File: config.mk
export PLATFORM = sky130hd
export DESIGN_NAME = ftdi_rx_fifo_reader
export DESIGN_NICKNAME = d
export VERILOG_FILES = /design/src/rtl/ftdi_rx_fifo_reader.sv
export SDC_FILE = /design/constraint.sdc
export NUM_CORES = 1
export LEC_CHECK = 0
export ABC_AREA = 1
export BUFFER_PORTS_ARGS = -buffer_cell sky130_fd_sc_hd__buf_2
export CAP_MARGIN = 0
export CORE_UTILIZATION = 55
export DETAILED_ROUTE_END_ITERATION = 8
export GPL_ROUTABILITY_DRIVEN = 0
export GPL_TIMING_DRIVEN = 1
export PLACE_DENSITY = 0.73
export SLEW_MARGIN = 20
export SYNTH_ARGS = -nofsm -noshare
export SYNTH_HDL_FRONTEND = slang
export SYNTH_SLANG_ARGS = --single-unit
File: constraint.sdc
create_clock -name CLK_FTDI -period 7.9 [get_ports CLK_FTDI]
set_clock_uncertainty 0.15 [all_clocks]
set_input_delay 1.58 -clock CLK_FTDI [delete_from_list [all_inputs] [get_ports CLK_FTDI]]
set_output_delay 1.58 -clock CLK_FTDI [all_outputs]
set_load 0.01 [all_outputs]
File: src/rtl/ftdi_rx_fifo_reader.sv
// FT2232H synchronous-FIFO receive path: drains RXF#/RD#/OE# into a local
// first-word-fall-through FIFO and presents bytes on a valid/ready stream.
module ftdi_rx_fifo_reader #(
    parameter int DEPTH = 16,
    parameter int CNT_W = 16
) (
    input  logic             CLK_FTDI,
    input  logic             RST_N,
    input  logic             RX_EMPTY,
    input  logic [7:0]       DATA_IN,
    input  logic             RX_EN,
    output logic             READ_N,
    output logic             OUT_EN,
    output logic             SEND_IM,
    output logic [7:0]       M_DATA,
    output logic             M_VALID,
    input  logic             M_READY,
    output logic [CNT_W-1:0] RX_BYTE_COUNT,
    output logic             OVERFLOW
);

    localparam int AW = $clog2(DEPTH);
    localparam logic [AW:0] OCC_FULL = (AW + 1)'(DEPTH);

    typedef enum logic [1:0] {
        IDLE,
        TURN,
        READ
    } state_e;

    state_e           state_q, state_d;
    logic             read_n_q, read_n_d;
    logic             oe_n_q, oe_n_d;
    logic [7:0]       mem_q [DEPTH];
    logic [AW-1:0]    wr_ptr_q, rd_ptr_q;
    logic [AW:0]      occ_q, occ_d;
    logic [CNT_W-1:0] cnt_q, cnt_d;
    logic             ovf_q, ovf_d;
    logic             capture;
    logic             push;
    logic             pop;
    logic             space_ok;

    assign capture = !read_n_q && !RX_EMPTY;
    assign push    = capture && (occ_q != OCC_FULL);
    assign pop     = (occ_q != '0) && M_READY;

    assign occ_d    = occ_q + (AW + 1)'(push) - (AW + 1)'(pop);
    // One slot stays free for the byte already in flight on the bus.
    assign space_ok = (occ_d < OCC_FULL);

    assign cnt_d = cnt_q + CNT_W'(capture);
    assign ovf_d = ovf_q || (capture && (occ_q == OCC_FULL));

    always_comb begin
        state_d  = state_q;
        read_n_d = read_n_q;
        oe_n_d   = oe_n_q;
        unique case (state_q)
            IDLE: begin
                read_n_d = 1'b1;
                oe_n_d   = 1'b1;
                if (RX_EN && !RX_EMPTY && space_ok) begin
                    state_d = TURN;
                    oe_n_d  = 1'b0;
                end
            end
            TURN: begin
                if (RX_EMPTY || !RX_EN) begin
                    state_d = IDLE;
                    oe_n_d  = 1'b1;
                end else begin
                    state_d  = READ;
                    read_n_d = 1'b0;
                end
            end
            READ: begin
                if (RX_EMPTY || !RX_EN || !space_ok) begin
                    state_d  = IDLE;
                    read_n_d = 1'b1;
                    oe_n_d   = 1'b1;
                end
            end
            default: begin
                state_d  = IDLE;
                read_n_d = 1'b1;
                oe_n_d   = 1'b1;
            end
        endcase
    end

    always_ff @(posedge CLK_FTDI or negedge RST_N) begin
        if (!RST_N) begin
            state_q  <= IDLE;
            read_n_q <= 1'b1;
            oe_n_q   <= 1'b1;
            wr_ptr_q <= '0;
            rd_ptr_q <= '0;
            occ_q    <= '0;
            cnt_q    <= '0;
            ovf_q    <= 1'b0;
        end else begin
            state_q  <= state_d;
            read_n_q <= read_n_d;
            oe_n_q   <= oe_n_d;
            wr_ptr_q <= wr_ptr_q + AW'(push);
            rd_ptr_q <= rd_ptr_q + AW'(pop);
            occ_q    <= occ_d;
            cnt_q    <= cnt_d;
            ovf_q    <= ovf_d;
        end
    end

    always_ff @(posedge CLK_FTDI) begin
        if (push) begin
            mem_q[wr_ptr_q] <= DATA_IN;
        end
    end

    assign READ_N        = read_n_q;
    assign OUT_EN        = oe_n_q;
    assign SEND_IM       = 1'b1;
    assign M_DATA        = mem_q[rd_ptr_q];
    assign M_VALID       = (occ_q != '0);
    assign RX_BYTE_COUNT = cnt_q;
    assign OVERFLOW      = ovf_q;

endmodule

==> out/qor.yml <==
setup_path:
  crit_path_end_kind: "primary output"
  cp_data_arrival_time_ps: 2540
  criticalPathCategory: "reg -> out"
  r2r_start: "occ_q[3]"
  rr_worst_depth: 19
  crit_start: "rd_ptr_q[2]"
  r2r-end: "OUT_EN"
  start_kind: "flip-flop"
  crit_fanout: 20
  r2r_setup_slack_ps: 5100
  crit_required_ps: 6170
route:
  post-route-drc-count: 0
  drt-initial-drc-count: 351
  routed_wl_mm: 14.4
  ant_nets: 0
  viasPerCell: 5.74
  firstDrtPassIters: 5
  wl_per_cell_um: 19.0
  dr_total_vias: 4344
hold_path:
  hold-path-cell-count: 1
  hold_start: "RX_BYTE_COUNT[15]"
  whs_endpoint: "RX_BYTE_COUNT[15]"
  hp-class: "reg -> reg"
timing:
  slew_headroom_pct: 25.8
  period_share_pct: 54.0
  clock.fmax_mhz: 234
  finalHoldViolCount: 0
  setup_viol: 0
  finalCriticalPeriod_ps: 4270
  rsz0062_at_grt: "false"
  holdWs_ps: 322
  tightest_slew_ps: 1110
  finalMaxSlewViolations: 0
  setup_tns_ps: 0
synthesis:
  synth_area_leaders: "edfxtp_1 (57%), dfrtp_1 (12%), nor2_1 (5.7%)"
  syn-instance-count: 561
  synth.largest_area_cell: "edfxtp_1"
  ys_ff_latch: 162
  yosys.area.top_type_share_pct: 57.1
  yosys_warnings: 0
  synth_area_per_cell_um2: 12.0
  syn_area_mm2: 0.00673
  ys_types: 29
  syn-num-nets: 587
  seq_area_frac_synth_pct: 69.8
clock_network:
  ctsHoldBuffers: 0
  ctsRootBufferMaster: "clkbuf_16"
  clock-sinks: 162
  path_clk_slew_ps: 60
  cts_max_level: 4
  insertion_delay_ps: 430
  clock_path_buffers: 2
  cts_buffers: 17
  cts_tree: "yes"
  cts_setup_buffers: 0
  cts-resized-gates: 0
grt:
  grt_util_all_layers_pct: 24.0
  grt_overflow_total: 0
  antenna_found_initial: 0
  grt_pass1_vias: 4110
  grt_max_degree: 70
  grt_pass1_wl_mm: 22.2
place:
  portBuffers: 40
  post-dp-hpwl_mm: 8.43
floorplan:
  row_count: 40
  die-area_mm2: 0.0127
  core_mm2: 0.0120
  initial_utilization_pct: 56.3
  io-pin-count: 42
  die_w_um: 113
  die_y_um: 113
run:
  cap_violations: 0
power_and_ir_drop:
  p_per_area_mw_per_mm2: 352
  cellLeakagePower_uw: 0.00300
  ir_worst_vdd_mv: 0.233
cells_and_area:
  most-common-layout-cells: "edfxtp_1 (128), nor2_1 (102), nand2_1 (50), o21ai_0 (46)"
  final_common_cell: "edfxtp_1"
  antenna_cells: 0
  drive_gt1_share_pct: 13.0
  syn2layout_area_growth_pct: 14.2
  fin_nets: 623
run_status:
  status: "finished clean"
==> cell families (layout without fill, tap and decap cells) <==
group,Yosys count,count (layout),synth area share (%)
adder cells (fa/ha/maj),13,13,2.53
other,1,1,0.0557
buffers and inverters,67,116,4.24
AND/OR/NAND/NOR,197,197,12.1
AO/OA/AOI/OAI,101,101,8.66
flip-flops,162,162,69.8
XOR/XNOR,20,20,2.60
==> Yosys cell counts <==
master / n
o21bai_1: 1
conb_1: 1
o221ai_1: 1
buf_4: 4
clkinv_1: 1
o22ai_1: 1
fa_1: 1
o211ai_1: 28
clkbuf_1: 6
nor3_1: 2
o21ai_1: 15
nand4_1: 5
clkbuf_2: 3
nand3_1: 33
a21oi_1: 9
edfxtp_1: 128
o21ai_0: 46
nand2_1: 50
buf_2: 12
dfstp_2: 2
nor3_2: 2
xnor2_1: 7
nor2_2: 3
nor2_1: 102
ha_1: 12
xor2_1: 13
inv_2: 1
dfrtp_1: 32
inv_1: 40
==> stage by stage <==
step	power [µW]	util, %	cell area, µm²	setup WS (ps)	instances
floorplan	1550	-	6730	4410	561
global placement	1730	58.5	7000	4110	725
detailed placement	1760	58.5	7000	4090	725
CTS	2710	64.3	7690	3640	757
global route	2840	64.3	7690	3440	757
finish	2710	64.3	7690	3630	757
==> power breakdown <==
group          switching, µW  total [µW]  internal [µW]
combinational            485         730            245
sequential              57.5        1020            964
clock                    323         955            633
==> registers in the layout, indices dropped and copies added (netlist names) <==
register / cells
mem_q: 128
RX_BYTE_COUNT: 16
occ_q: 5
rd_ptr_q: 4
wr_ptr_q: 4
state_q: 2
OUT_EN: 1
OVERFLOW: 1
READ_N: 1
==> layout make-up <==
class,instances,area (µm²)
Sequential cell,162,4700
Fill cell,882,4270
Multi-Input combinational cell,332,1750
Clock buffer,22,454
Clock inverter,10,230
Timing Repair Buffer,42,215
Tap cell,147,184
Inverter,42,159
==> worst max-delay path by stage <==
stage | end | slack, ps | cells past startpoint
floorplan | OUT_EN | 4410 | 16
global placement | M_DATA[0] | 4110 | 8
detailed placement | OUT_EN | 4090 | 17
CTS | M_DATA[0] | 3640 | 8
global route | M_DATA[6] | 3440 | 8
finish | M_DATA[0] | 3630 | 5
==> layer usage <==
metal  share of wire (%)  vias to the layer above  wire length [µm]  global-route usage [%]
met3                 6.9                       24               997                    6.26
li1                    -                     2029                 -                       -
met1                  42                     2107              6030                    31.2
met5                   0                        -                 0                       0
met4                 2.5                        0               359                    12.1
met2                  49                      184              7020                    37.7
==> worst max-delay path: stages (launching register included) <==
cell and delay, ps:
dfrtp_1 900, inv_1 570, o211ai_1 240, nand3_1 100, nand2_1 140, buf_2 150
(Power assumes the default switching activity.)
